**config.mk**
```make
export PLATFORM = sky130hd
export DESIGN_NAME = ctrl_seq_fsm_flat
export DESIGN_NICKNAME = d
export VERILOG_FILES = /design/src/rtl/ctrl_seq_fsm_pkg.sv /design/src/rtl/ctrl_seq_fsm_if.sv /design/src/rtl/ctrl_seq_fsm_decode.sv /design/src/rtl/ctrl_seq_fsm.sv /design/src/flat_wrapper.sv
export SDC_FILE = /design/constraint.sdc
export NUM_CORES = 1
export LEC_CHECK = 0
export ABC_AREA = 1
export CELL_PAD_IN_SITES_DETAIL_PLACEMENT = 2
export CELL_PAD_IN_SITES_GLOBAL_PLACEMENT = 2
export CORE_UTILIZATION = 29
export DETAILED_ROUTE_END_ITERATION = 10
export PLACE_DENSITY_LB_ADDON = 0.25
export SLEW_MARGIN = 0
export SYNTH_ARGS = -nofsm -noshare
export SYNTH_HDL_FRONTEND = slang
export SYNTH_HIERARCHICAL = 1
export SYNTH_SLANG_ARGS = --single-unit
```
**constraint.sdc**
```tcl
create_clock -name clk -period 1.9 [get_ports clk]
set_clock_uncertainty 0.15 [all_clocks]
set_input_delay 0.38 -clock clk [delete_from_list [all_inputs] [get_ports clk]]
set_output_delay 0.38 -clock clk [all_outputs]
set_load 0.01 [all_outputs]
```
**src/rtl/ctrl_seq_fsm_pkg.sv**
```systemverilog
// ctrl_pkg: shared types and constants for the MiniCPU sequencing control unit.
// State encoding, opcode map and ALU select codes live here so the decoder,
// the FSM and any future users agree on a single definition.
package ctrl_pkg;

    // Sequencer states.
    typedef enum logic [2:0] {
        IDLE,
        FETCH,
        DECODE,
        EXECUTE,
        WRITEBACK,
        HALT
    } state_e;

    // Opcode map. These values are zero-extended to OPCODE_W before any compare.
    localparam int unsigned OP_ADD  = 0;
    localparam int unsigned OP_SUB  = 1;
    localparam int unsigned OP_AND  = 2;
    localparam int unsigned OP_OR   = 3;
    localparam int unsigned OP_NOP  = 4;
    localparam int unsigned OP_XOR  = 5;
    localparam int unsigned OP_SHL  = 6;
    localparam int unsigned OP_SHR  = 7;
    localparam int unsigned OP_HALT = 15;

    // ALU select codes. These values are zero-extended to ALU_SEL_W.
    localparam int unsigned SEL_ADD = 0;
    localparam int unsigned SEL_SUB = 1;
    localparam int unsigned SEL_AND = 2;
    localparam int unsigned SEL_OR  = 3;
    localparam int unsigned SEL_XOR = 4;
    localparam int unsigned SEL_SHL = 5;
    localparam int unsigned SEL_SHR = 6;

    // Width of the EXECUTE wait counter; covers EXEC_TIMEOUT up to 255.
    localparam int unsigned CNT_W = 8;

endpackage

```
**src/rtl/ctrl_seq_fsm_if.sv**
```systemverilog
// ctrl_seq_fsm_if: instruction handshake plus ALU control bundle.
// master = instruction source / ALU side, slave = the sequencing control unit.
interface ctrl_seq_fsm_if #(
    parameter int OPCODE_W  = 4,
    parameter int ALU_SEL_W = 3
);
    logic                 instr_valid;
    logic                 instr_ready;
    logic [OPCODE_W-1:0]  opcode;
    logic                 alu_done;
    logic [ALU_SEL_W-1:0] alu_sel;
    logic                 alu_en;

    modport master (
        output instr_valid, opcode, alu_done,
        input  instr_ready, alu_sel, alu_en
    );

    modport slave (
        input  instr_valid, opcode, alu_done,
        output instr_ready, alu_sel, alu_en
    );
endinterface

```
**src/rtl/ctrl_seq_fsm_decode.sv**
```systemverilog
// ctrl_decode: purely combinational opcode decoder.
// Maps an opcode to its ALU select, write-back flag, HALT flag and illegal flag.
// NOP, HALT and illegal codes all decode to select 0 with no write-back.
module ctrl_decode
    import ctrl_pkg::*;
#(
    parameter int OPCODE_W  = 4,
    parameter int ALU_SEL_W = 3
) (
    input  logic [OPCODE_W-1:0]  opcode,
    output logic [ALU_SEL_W-1:0] alu_sel,
    output logic                 wb,
    output logic                 is_halt,
    output logic                 is_illegal
);

    // Opcode lookup; every code outside the map falls through to illegal.
    always_comb begin
        // NOTE: every output gets a default before the case, so no path can leave one unassigned and infer a latch.
        alu_sel    = '0;
        wb         = 1'b0;
        is_halt    = 1'b0;
        is_illegal = 1'b0;
        unique case (opcode)
            OPCODE_W'(OP_ADD):  begin alu_sel = ALU_SEL_W'(SEL_ADD); wb = 1'b1; end
            OPCODE_W'(OP_SUB):  begin alu_sel = ALU_SEL_W'(SEL_SUB); wb = 1'b1; end
            OPCODE_W'(OP_AND):  begin alu_sel = ALU_SEL_W'(SEL_AND); wb = 1'b1; end
            OPCODE_W'(OP_OR):   begin alu_sel = ALU_SEL_W'(SEL_OR);  wb = 1'b1; end
            OPCODE_W'(OP_NOP):  ;
            OPCODE_W'(OP_XOR):  begin alu_sel = ALU_SEL_W'(SEL_XOR); wb = 1'b1; end
            OPCODE_W'(OP_SHL):  begin alu_sel = ALU_SEL_W'(SEL_SHL); wb = 1'b1; end
            OPCODE_W'(OP_SHR):  begin alu_sel = ALU_SEL_W'(SEL_SHR); wb = 1'b1; end
            OPCODE_W'(OP_HALT): is_halt = 1'b1;
            default:            is_illegal = 1'b1;
        endcase
    end

endmodule

```
**src/rtl/ctrl_seq_fsm.sv**
```systemverilog
// ctrl_seq_fsm: multi-cycle sequencing control unit for the MiniCPU.
// Walks each accepted instruction through FETCH/DECODE/EXECUTE/WRITEBACK,
// drives ALU select/enable, register write and PC increment, and aborts an
// EXECUTE that waits EXEC_TIMEOUT cycles for alu_done.
// Build option: define CTRL_ILLEGAL_TRAP_EN to trap illegal opcodes into HALT
// with a sticky illegal_op flag; otherwise illegal opcodes retire as NOP.
module ctrl_seq_fsm
    import ctrl_pkg::*;
#(
    parameter int OPCODE_W     = 4,
    parameter int ALU_SEL_W    = 3,
    parameter int EXEC_TIMEOUT = 15
) (
    input  logic           clk,
    input  logic           rst_n,
    ctrl_seq_fsm_if.slave  bus,
    input  logic           resume,
    output logic           reg_write,
    output logic           pc_inc,
    output logic           busy,
    output logic           halted,
    output logic           timeout
`ifdef CTRL_ILLEGAL_TRAP_EN
    ,
    output logic           illegal_op
`endif
);

    // Counter value seen in the last permitted EXECUTE cycle.
    localparam logic [CNT_W-1:0] CNT_LAST = CNT_W'(EXEC_TIMEOUT - 1);

    state_e               state;
    state_e               state_nxt;
    logic [OPCODE_W-1:0]  ir;
    logic [ALU_SEL_W-1:0] alu_sel_q;
    logic                 wb_q;
    logic [CNT_W-1:0]     exec_cnt;
    logic                 ready;
    logic                 alu_en;

    logic [ALU_SEL_W-1:0] dec_sel;
    logic                 dec_wb;
    logic                 dec_halt;
    logic                 dec_illegal;

    ctrl_decode #(
        .OPCODE_W  (OPCODE_W),
        .ALU_SEL_W (ALU_SEL_W)
    ) u_decode (
        .opcode     (ir),
        .alu_sel    (dec_sel),
        .wb         (dec_wb),
        .is_halt    (dec_halt),
        .is_illegal (dec_illegal)
    );

    // State register.
    always_ff @(posedge clk or negedge rst_n) begin
        // NOTE: sequential state uses non-blocking assignments so all flops update together at the edge.
        if (!rst_n) state <= IDLE;
        else        state <= state_nxt;
    end

    // Next-state and per-state output decode.
    always_comb begin
        state_nxt = state;
        ready     = 1'b0;
        alu_en    = 1'b0;
        reg_write = 1'b0;
        pc_inc    = 1'b0;
        timeout   = 1'b0;
        unique case (state)
            IDLE:  state_nxt = FETCH;
            FETCH: begin
                ready = 1'b1;
                if (bus.instr_valid) state_nxt = DECODE;
            end
            DECODE: begin
                if (dec_halt)                      state_nxt = HALT;
`ifdef CTRL_ILLEGAL_TRAP_EN
                else if (dec_illegal)              state_nxt = HALT;
`endif
                // Only operations that write back need the ALU; NOP and
                // illegal codes go straight to WRITEBACK to retire.
                else if (!dec_wb || dec_illegal)   state_nxt = WRITEBACK;
                else                               state_nxt = EXECUTE;
            end
            EXECUTE: begin
                alu_en = 1'b1;
                // alu_done has priority over an expiring wait.
                if (bus.alu_done) begin
                    state_nxt = WRITEBACK;
                end else if (exec_cnt == CNT_LAST) begin
                    timeout   = 1'b1;
                    state_nxt = WRITEBACK;
                end
            end
            WRITEBACK: begin
                reg_write = wb_q;
                pc_inc    = 1'b1;
                state_nxt = FETCH;
            end
            HALT: begin
                if (resume) state_nxt = FETCH;
            end
            default: state_nxt = IDLE;
        endcase
    end

    // Instruction register, registered decode results and EXECUTE wait counter.
    always_ff @(posedge clk or negedge rst_n) begin
        // NOTE: IR and the decode registers are plain flops, cleared on reset so no stale write-back survives it.
        if (!rst_n) begin
            ir        <= '0;
            alu_sel_q <= '0;
            wb_q      <= 1'b0;
            exec_cnt  <= '0;
        end else begin
            if (state == FETCH && bus.instr_valid) ir <= bus.opcode;
            if (state == DECODE) begin
                alu_sel_q <= dec_sel;
                wb_q      <= dec_wb;
                exec_cnt  <= '0;
            end
            if (state == EXECUTE && !bus.alu_done) exec_cnt <= exec_cnt + 1'b1;
            // An aborted operation must not update the register file.
            if (timeout) wb_q <= 1'b0;
        end
    end

`ifdef CTRL_ILLEGAL_TRAP_EN
    // Sticky illegal-opcode flag, set on decode and cleared when HALT is left.
    always_ff @(posedge clk or negedge rst_n) begin
        if (!rst_n)                              illegal_op <= 1'b0;
        else if (state == DECODE && dec_illegal) illegal_op <= 1'b1;
        else if (state == HALT && resume)        illegal_op <= 1'b0;
    end
`endif

    assign bus.instr_ready = ready;
    assign bus.alu_sel     = alu_sel_q;
    assign bus.alu_en      = alu_en;
    assign busy            = (state == DECODE) || (state == EXECUTE) || (state == WRITEBACK);
    assign halted          = (state == HALT);

endmodule

```
**src/flat_wrapper.sv**
```systemverilog
// flat-port wrapper written by rule: the top's interface ports become plain ports
module ctrl_seq_fsm_flat import ctrl_pkg::*;
#(
    parameter int OPCODE_W     = 4,
    parameter int ALU_SEL_W    = 3,
    parameter int EXEC_TIMEOUT = 15
)
  (clk, rst_n, resume, reg_write, pc_inc, busy, halted, timeout, bus_instr_valid, bus_opcode, bus_alu_done, bus_instr_ready, bus_alu_sel, bus_alu_en);
  ctrl_seq_fsm_if #(.OPCODE_W(OPCODE_W), .ALU_SEL_W(ALU_SEL_W)) bus_i ();
  input  logic clk;
  input  logic rst_n;
  input  logic resume;
  output logic reg_write;
  output logic pc_inc;
  output logic busy;
  output logic halted;
  output logic timeout;
  input wire logic [$bits(bus_i.instr_valid)-1:0] bus_instr_valid;
  input wire logic [$bits(bus_i.opcode)-1:0] bus_opcode;
  input wire logic [$bits(bus_i.alu_done)-1:0] bus_alu_done;
  output wire logic [$bits(bus_i.instr_ready)-1:0] bus_instr_ready;
  output wire logic [$bits(bus_i.alu_sel)-1:0] bus_alu_sel;
  output wire logic [$bits(bus_i.alu_en)-1:0] bus_alu_en;
  assign bus_i.instr_valid = bus_instr_valid;
  assign bus_i.opcode = bus_opcode;
  assign bus_i.alu_done = bus_alu_done;
  assign bus_instr_ready = bus_i.instr_ready;
  assign bus_alu_sel = bus_i.alu_sel;
  assign bus_alu_en = bus_i.alu_en;
  ctrl_seq_fsm #(.OPCODE_W(OPCODE_W), .ALU_SEL_W(ALU_SEL_W), .EXEC_TIMEOUT(EXEC_TIMEOUT)) u_core (.clk(clk), .rst_n(rst_n), .bus(bus_i), .resume(resume), .reg_write(reg_write), .pc_inc(pc_inc), .busy(busy), .halted(halted), .timeout(timeout));
endmodule
```
After elaboration in Yosys (flattened, before gate mapping) --
Cells that the tools add are included. W data, S select, Z words.
Operators by class: add/subtract/negate cells 1, eq/ne operators 17, muxes and demuxes 22, reduce and logical (&&, ||, !) cells 15
Operator list (count):
- $mux W3 | 6
- $pmux W3 S6 | 1
- $eq A4 B3 Y1 const B | 4
- $mux W8 | 2
- $pmux W3 S5 | 1
- $mux W1 | 12
- $reduce_or A9 Y1 | 1
- $add A8 B1 Y8 const B | 1
- $eq A4 B2 Y1 const B | 2
- $eq A8 B4 Y1 const B | 1
- $reduce_or A7 Y1 | 1
- $eq A3 B2 Y1 const B | 2
- $eq A3 B3 Y1 const B | 2
- $eq A4 B1 Y1 const B | 1
- $eq A4 B4 Y1 const B | 1
- $logic_not A4 Y1 | 1
- $ne A2 B2 Y1 const B | 2
- $reduce_bool A2 Y1 | 2
- $eq A3 B1 Y1 const B | 1
- $logic_not A3 Y1 | 1
- $logic_or A1 B1 Y1 | 3
- $ne A3 B2 Y1 const B | 1
- $reduce_and A3 Y1 | 1
- $logic_and A1 B1 Y1 | 2
- 2 further kinds | 3
Word-level totals: register bits after elaboration 19, input bits 9, output and inout bits 10

Logic depth before layout (Yosys ltp) --
Gate-level depths: netlist (run 1).
depth after elaboration 8, depth in mapped cells 8, gate-level depth less buffers 8

By module --
Netlist (run 1), hierarchy kept.
By module, submodules not included:
- ctrl_seq_fsm | instances 1, cells each 136, area each 1021.0 µm²
- ctrl_decode | instances 1, cells each 17, area each 78.8 µm²

Worst setup path before layout (run 1) --
Ideal clock, no wire load.
path type register to output, start register u_core.state[0], end output timeout, arrival time 1097 ps, data required time 1370 ps, slack 273 ps, cell stages (with the launch flop) 5, path buffers 0, path through dfrtp_1 -> nand2_4 -> nor3_4 -> inv_2 -> nor2_1
Between the ends: word-level cells in the longest chain between the ends 2
Ends and longest elaborated chain:
- start: declaration | line ctrl_seq_fsm.sv:32 | state_e state;
- start signal: assignment | line ctrl_seq_fsm.sv:61 | else state <= state_nxt;
- $eq A3 B2 Y1 | line ctrl_seq_fsm.sv:72 | unique case (state)
- $mux W1 | line ctrl_seq_fsm.sv:72
- end: declaration | line flat_wrapper.sv:17 | output logic timeout;
Every way passes these cells.

Worst setup path after layout (run 1) --
start register u_core.exec_cnt[0], end output timeout
Between the ends: word-level cells in the longest chain between the ends 4
Ends and longest elaborated chain:
- start: declaration | line ctrl_seq_fsm.sv:37 | logic [CNT_W-1:0] exec_cnt;
- start signal: assignment | line ctrl_seq_fsm.sv:125 | if (state == EXECUTE && !bus.alu_done) exec_cnt <= exec_cnt + 1'b1;
- $eq A8 B4 Y1 | line ctrl_seq_fsm.sv:93 | end else if (exec_cnt == CNT_LAST) begin
- $mux W1 | line ctrl_seq_fsm.sv:93
- $mux W1 | line ctrl_seq_fsm.sv:91 | if (bus.alu_done) begin
- $mux W1 | line ctrl_seq_fsm.sv:72
Every way passes these cells.

==> metrics.yaml, run 1 <==
place_area_um2: 1480
wire_per_inst_um: 14.5
die_x_um: 63.6
layout.cells.most_common: "nand2_1"
synth_nets: 164
design.portCount: 19
clock_latency_ps: 260
num_vias: 1186
syn_area_um2: 1100
die_h_um: 63.6
rows: 22
dieArea_um2: 4040
hold_violations: 0
overflow: 0
cts-buffers-inserted: 3
nNetsFinal: 209
final_max_slew_viol_count: 0
gp_congestion: 0.745
drtIter0Drc: 66
dp_slack_ps: -358
synth_area_per_cell_um2: 7.19
track_usage: 0.196
port_buffers: 18
core_um2: 3660
hpwl_um: 2770
synth_cell_types: 19
grt_pass1_wl_um: 6030
first_pass_iters: 4
rsz0062_at_grt: "yes"
worst_slew_pin_slew_ps: 263
power_density_nw_per_um2: 1390
hold_slack_ps: 307
synthCells: 153
vdd_drop_max_mv: 0.581
grt_max_degree: 20
design_area_um2: 1530
initial_utilization: 0.300
finalSetupViolCount: 0
crit_slowest_cell: "dfrtp_1"
clockBufferDepth: 2
synth_seq_cells: 19
ys_seq_area_frac: 0.432
status: "finished, final reports clean"
crit_buf_inv: 3
ys_warn_count: 6
post-route-min-period_ps: 1900
rrSetupSlack_ps: 200
cp_slowest_stage_delay_ps: 380
cts_sinks: 19
htreeDepth: 1
grt_pass1_vias: 1340
worst-path-max-fanout: 2
path_class: "reg2out"
clk_pin_slew_worst_paths_ps: 70
slew_headroom: 0.824
arrival_ps: 1370
tritoncts: "yes"
p_leak_nw: 0.795
wl_um: 3540
required_ps: 1370
fin_ws_ps: 3.77
antenna_cells: 0
endpoint_kind: "output pin"
fmax_mhz: 527
clk_root_buffer_cell: "clkbuf_8"
dp_cells: 238
area_growth_syn_to_layout_pct: 39.4
worstHoldPathType: "in2async"
drcViolationCount: 0
path_common_cell: "nor2_1"
layout-drive-gt1-share: 0.239
crit_family: "flip-flops"
postRouteAntennaNets: 0
finalNonFillerCells: 245
timing.setup.tns_ps: 0
antenna_found_initial: 0
critPathLaunchType: "flop"
final_cell_mix: "nand2_1, buf_4, inv_1"
viasPerCell: 4.84
cap_violations: 0
period_share: 0.998
crit_chain: "inv_1, ha_2, inv_2, nor2_1, nand3_1, nor2_1, buf_2"
==> per-layer routing <==
metal / vias up / GRT usage / share of wire
li1: 567 / - / -
met2: 18 / 0.404 / 0.60
met3: 9 / 0.0417 / 0.025
met4: 0 / 0.0767 / 0.020
met5: - / 0 / 0
met1: 592 / 0.180 / 0.36
==> Yosys cell counts <==
master / n / share of area
ha_1: 2 / 0.023
nor3_4: 1 / 0.015
o21ai_0: 8 / 0.036
a21oi_1: 3 / 0.014
nor2_1: 17 / 0.058
nand2_1: 44 / 0.15
inv_1: 23 / 0.078
a21boi_0: 1 / 0.0068
nor3_2: 1 / 0.0091
dfrtp_1: 19 / 0.43
o21ai_1: 3 / 0.014
nand4_1: 5 / 0.028
nand3_1: 15 / 0.068
o21ai_2: 1 / 0.0080
nor2_4: 1 / 0.010
inv_2: 3 / 0.010
nor2_2: 4 / 0.023
nand2_4: 1 / 0.010
nand2_2: 1 / 0.0057
==> power breakdown <==
group          internal [W]  leakage [nW]  total [W]  switching [W]
logic              0.000510         0.522    0.00116       0.000651
clock network      0.000149        0.0228   0.000289       0.000140
registers          0.000551         0.249   0.000685       0.000134
==> state kept, by name (all words and copies together), names as in the netlist <==
signal,count
u_core/bus.alu_sel,3
u_core/ir,4
u_core/state,3
u_core/wb_q,1
u_core/exec_cnt,8
==> metrics by stage <==
step                 util  total power (W)
floorplan               -          0.00126
global placement    0.405          0.00174
detailed placement  0.405          0.00184
CTS                 0.415          0.00213
global route        0.419          0.00233
finish              0.419          0.00214
==> layout make-up <==
cell class | instances | area (um^2)
fill | 443 | 2130
multi-input combinational | 108 | 532
clock buffer | 4 | 45.0
timing repair buffer | 40 | 323
sequential | 19 | 475
tap | 48 | 60.1
inverter | 26 | 97.6
==> worst register-to-register path, cell delays in order, from the launching register on <==
cell	delay, ps
dfrtp_1	370
inv_2	50
buf_4	120
nor2_1	140
inv_1	80
buf_4	150
nor2_4	160
nor2_2	80
buf_4	140
nand2_1	50
o21ai_0	80
==> final timing paths <==
kind                       cells past startpoint                  start                    end
setup / recovery                               7     u_core/exec_cnt[0]                timeout
hold / removal                                 2                  rst_n  u_core/bus.alu_sel[1]
setup reg to reg                              10        u_core/state[1]     u_core/exec_cnt[0]
hold reg to reg                                2  u_core/bus.alu_sel[2]  u_core/bus.alu_sel[2]
max in group asynchronous                      2                  rst_n        u_core/state[2]
min in group clk                               2  u_core/bus.alu_sel[2]  u_core/bus.alu_sel[2]
==> cell families (layout without fill, tap and decap cells) <==
group           Yosys count  after routing  share of synthesized area
compound gates           16             16                     0.0785
fa+ha+maj                 2              2                     0.0227
buf+inv                  26             70                     0.0887
flops                    19             19                      0.432
simple gates             90             90                      0.378
==> what timing repair did <==
item | in CTS | in global routing
pin swaps | 1 | 3
gates resized for setup | 15 | 8
hold buffers | 0 | 0
setup endpoints to repair | 7 | 5
buffers inserted | 0 | 3
Note: power is estimated with default switching activity, not from simulation.
==> run 2: changes to the inputs <==
RECOVER_POWER = 100   (was default)
==> run 2 against run 1 <==
Worst hold slack gained 17 ps. Cell area shrank 1.9%. Setup slack gained 6.2 ps. Wire length shrank 0.17%. Sequential cell count is the same. Sequential power shrank 0.6%. Die area is the same. Clock power is essentially flat. Register-to-register slack lost 70 ps. Critical path type unchanged. Largest cell class unchanged. Largest power group unchanged.
==> metrics.yaml, run 2 (synthesis results as in run 1) <==
core_um2: 3660
place_area_um2: 1480
grt_pass1_wl_um: 6030
grt_pass1_vias: 1340
worst_slew_pin_slew_ps: 1100
wl_um: 3540
design_area_um2: 1500
rsz0062_at_grt: "yes"
status: "finished, final reports clean"
swShare: 0.441
final_cell_mix: "nand2_1, inv_1, dfrtp_1"
clockBufferDepth: 2
htreeDepth: 1
hold_violations: 0
port_buffers: 18
grt_max_degree: 20
gp_congestion: 0.745
crit_chain: "inv_1, ha_2, inv_2, nor2_1, nand3_1, nor2_1, buf_2"
grt_use_met1: 0.180
finalNonFillerCells: 245
largest_register_ffs: 8
p_int_w: 0.00115
dp_slack_ps: -358
cp_slowest_stage_delay_ps: 380
required_ps: 1370
clock_latency_ps: 260
worstHoldPathType: "reg2reg"
r2r_start: "u_core/state[1]"
first_pass_iters: 4
utilization: 0.411
cts_hold_buffers: 0
clk_root_buffer_cell: "clkbuf_8"
fmax_mhz: 529
antenna_found_initial: 0
power_switching_w: 0.000907
largestRegisters: "u_core/exec_cnt: 8 flops, u_core/ir: 4 flops"
postRouteAntennaNets: 0
seq_power_share: 0.331
hpwl_um: 2770
num_vias: 1184
arrival_ps: 1360
met2_usage: 0.404
design.portCount: 19
grtUsageMet3: 0.0417
die_h_um: 63.6
viasPerCell: 4.83
area_growth_syn_to_layout_pct: 36.7
tritoncts: "yes"
dieArea_um2: 4040
die_x_um: 63.6
endpoint_kind: "output pin"
drcViolationCount: 0
combPwrFrac: 0.529
period_share: 0.995
finalSetupViolCount: 0
vdd_drop_max_mv: 0.617
antenna_cells: 0
fin_ws_ps: 9.94
clockPowerShare: 0.140
nNetsFinal: 209
power.total_w: 0.00206
wire_per_inst_um: 14.4
layout-drive-gt1-share: 0.198
dp_cells: 238
clk_pin_slew_worst_paths_ps: 70
slew_headroom: 0.268
overflow: 0
layout.cells.most_common: "nand2_1"
drtIter0Drc: 49
crit_slowest_cell: "dfrtp_1"
critPathLaunchType: "flop"
hold_start: "u_core/bus.alu_sel[2]"
p_leak_nw: 0.784
cap_violations: 0
initial_utilization: 0.300
worst-path-max-fanout: 2
crit_start: "u_core/exec_cnt[0]"
final_max_slew_viol_count: 0
cts_sinks: 19
path_common_cell: "nor2_1"
regMostFlops: "u_core/exec_cnt"
post-route-min-period_ps: 1890
busiest_layer: "met2"
power_density_nw_per_um2: 1370
rows: 22
path_class: "reg2out"
track_usage: 0.196
cts-buffers-inserted: 3
run 2: power groups by stage:
stage	sequential, W	combinational [W]	clock, W
3_3_place_gp	0.000674	0.00106	0
4_1_cts	0.000689	0.00114	0.000298
3_5_place_dp	0.000690	0.00115	0
6_report	0.000681	0.00109	0.000287
5_1_grt	0.000703	0.00123	0.000316
2_1_floorplan	0.000704	0.000557	0
run 2: per-stage QoR:
step	hold WS (ps)	TNS (ps)
after floorplan	-65.6	0
after CTS	315	-37.5
after global placement	308	-343
after global routing	366	-129
final	324	0
after detailed placement	321	-591
run 2: worst paths after layout:
kind | to | slack [ps] | depth (start not counted)
max | timeout | 10 | 7
max reg2reg | u_core/exec_cnt[0] | 130 | 10
min | u_core/bus.alu_sel[2] | 320 | 2
min reg2reg | u_core/bus.alu_sel[2] | 320 | 2
max in group asynchronous | u_core/state[2] | 320 | 2
min in group asynchronous | u_core/bus.alu_sel[1] | 620 | 2
run 2: area by class of cell:
type | instances | area, um^2
fillers | 451 | 2160
inverters | 26 | 97.6
flip-flops and latches | 19 | 475
clock buffers | 4 | 45.0
repair buffers | 40 | 302
well taps | 48 | 60.1
multi-input cells | 108 | 524
run 2: layer usage:
| metal | vias to the layer above | share of wire |
|---|---|---|
| met5 | - | 0 |
| met4 | 0 | 0.020 |
| met3 | 9 | 0.025 |
| met2 | 18 | 0.60 |
| met1 | 591 | 0.36 |
| li1 | 566 | - |
run 2: worst max-delay path: cells and delay by family, from the launching register on:
kind	cells	cell delay [ps]
and+or+nand+nor	3	310
DFF	1	380
buffers and inverters	3	230
adders and majority gates	1	180
run 2: what timing repair did:
action / 4_1_cts / 5_1_grt
endpoints found under the setup margin: 7 / 5
hold endpoints to repair: 0 / 0
gates resized for setup: 15 / 8
pin swaps: 1 / 3
buffers inserted: 0 / 3
==> run 3: changes to the inputs <==
ABC_AREA = default   (was 1)
CORE_UTILIZATION = 32   (was 29)
clock period = 2 ns   (was 1.9 ns; I/O delays follow)
==> run 3 against run 2 <==
The flow now finishes with violations (setup timing). Global-route usage increased by 2.9 points. Critical path depth decreased by 2. Clock power decreased by 30%. Highest routed layer unchanged.
==> metrics.yaml, run 3 <==
required_ps: 1450
largest_register_ffs: 8
slew_headroom: 0.272
yosysMostFrequentCell: "dfrtp_1"
synth_area_per_cell_um2: 9.85
first_pass_iters: 6
layout-drive-gt1-share: 0.287
yosys-top-cells-area: "dfrtp_1, mux2_2, o21ai_0"
power_density_nw_per_um2: 1250
cp_slowest_stage_delay_ps: 420
cap_violations: 0
r2r_start: "u_core/state[1]"
core_um2: 3130
clk_pin_slew_worst_paths_ps: 110
initial_utilization: 0.343
grt_pass1_wl_um: 5760
endpoint_kind: "output pin"
nNetsFinal: 162
p_leak_nw: 0.704
antenna_cells: 0
gp_congestion: 0.789
clockBufferDepth: 2
period_share: 1.00
whs_path_depth: 1
num_vias: 1025
grt_pass1_vias: 1096
async_flop_share: 1.00
worstHoldPathType: "reg2reg"
syn_area_um2: 1070
design_area_um2: 1490
fmax_mhz: 499
synth_nets: 120
dieArea_um2: 3590
grt_max_degree: 20
min_to: "u_core/bus.alu_sel[2]"
arrival_ps: 1460
post-route-min-period_ps: 2010
synth_top_area_share: 0.443
synthMuxAreaShare: 0.101
ys_seq_area_frac: 0.443
path_class: "reg2out"
finalSetupViolCount: 1
status: "finished, violations left"
nFillCells: 353
crit_chain: "inv_2, ha_4, nand4b_1, nor3_4, buf_2"
wire_per_inst_um: 18.8
clock_latency_ps: 300
synth_cell_types: 35
synth-adder-area-share: 0.0233
cts_sinks: 19
synth_edf_count: 0
synthCells: 109
die_x_um: 59.9
rows: 20
reg2reg_depth: 5
largestRegisters: "u_core/exec_cnt: 8 flops, u_core/ir: 4 flops"
fin_ws_ps: -5.59
hold_violations: 0
synth-main-ff-cell: "dfrtp_1"
place_area_um2: 1420
port_buffers: 18
area_growth_syn_to_layout_pct: 38.9
die_h_um: 59.9
drtIter0Drc: 39
postRouteAntennaNets: 0
wl_um: 3650
crit_slowest_cell: "dfrtp_1"
tritoncts: "yes"
hold_start: "u_core/bus.alu_sel[2]"
synthSimpleGateAreaFrac: 0.235
drcViolationCount: 0
final_cell_mix: "dfrtp_1, buf_4, o21ai_0"
synth_xor_xnor_area_share: 0.00816
design.portCount: 19
cts-buffers-inserted: 3
ys_warn_count: 6
rrSetupSlack_ps: 90
violations: "setup timing"
worst_slew_pin_slew_ps: 1090
rsz0062_at_grt: "yes"
track_usage: 0.225
yosysTopAreaCell: "dfrtp_1"
synth_seq_cells: 19
vdd_drop_max_mv: 0.485
final_max_slew_viol_count: 0
overflow: 0
clk_root_buffer_cell: "clkbuf_4"
critPathLaunchType: "flop"
worst-path-max-fanout: 2
layout.cells.most_common: "dfrtp_1"
r2r-end: "u_core/ir[1]"
viasPerCell: 5.28
hold_slack_ps: 368
regMostFlops: "u_core/exec_cnt"
hpwl_um: 2640
antenna_found_initial: 0
synth_top_family_by_area: "simple AND/OR/NAND/NOR gates"
yosys-top-cells-count: "dfrtp_1, o21ai_0, inv_1, mux2_2, nand2_1"
htreeDepth: 1
synth_compound_area_frac: 0.148
==> run 3: critical path: cells and delay by family, from the launching register on <==
family | cells | cell delay [ps]
DFF | 1 | 420
and+or+nand+nor | 2 | 390
buffers and inverters | 2 | 230
adders and majority gates | 1 | 120
==> run 3: kinds of logic (layout without fill, tap and decap cells) <==
logic type,after synthesis,after routing
buf+inv,10,51
xor+xnor,1,1
flops,19,19
compound gates,26,26
simple gates,41,41
fa+ha+maj,2,2
mux,10,10
==> run 3: how the worst max path moves through the flow <==
stage	cells past startpoint	from	to	slack, ps
global route	5	u_core/exec_cnt[0]	timeout	-80
CTS	5	u_core/exec_cnt[0]	timeout	-50
finish	5	u_core/exec_cnt[0]	timeout	-6
detailed placement	4	bus_alu_done	timeout	-530
floorplan	3	u_core/state[0]	reg_write	280
global placement	4	bus_alu_done	timeout	-460
==> run 3: stage by stage <==
step	setup TNS, ps	power (W)	instances	utilization	setup WS (ps)
floorplan	0	0.00116	109	-	278
global placement	-459	0.00153	185	0.454	-459
detailed placement	-562	0.00163	185	0.454	-534
CTS	-46.0	0.00189	192	0.476	-46.0
global route	-404	0.00200	194	0.477	-75.2
finish	-5.59	0.00187	194	0.477	-5.59
==> run 3: timing repair <==
item,in CTS,in global routing
setup buffers,3,2
resized for setup,19,10
hold buffers,0,0
pin swaps,3,3
endpoints found under the setup margin,7,5
==> run 3: area by class of cell <==
cell class              count  area, um^2  area share
well taps                  44        55.1      0.0369
flip-flops and latches     19         475       0.319
clock buffers               4        26.3      0.0176
multi-input cells          80         602       0.404
repair buffers             40         307       0.206
inverters                   7        26.3      0.0176
==> run 3: where the power goes <==
part	switching (W)	internal [W]	leakage, nW
clock	0.000125	0.0000776	0.0150
combinational	0.000542	0.000487	0.443
sequential	0.000130	0.000509	0.245
total	0.000796	0.00107	0.704
==> run 3: layer usage <==
metal | vias up | GRT usage | share of wire
met4 | 0 | 0.0930 | 0.026
met5 | - | 0 | 0
met3 | 14 | 0.0238 | 0.028
met1 | 515 | 0.250 | 0.39
met2 | 29 | 0.429 | 0.55
li1 | 467 | - | -
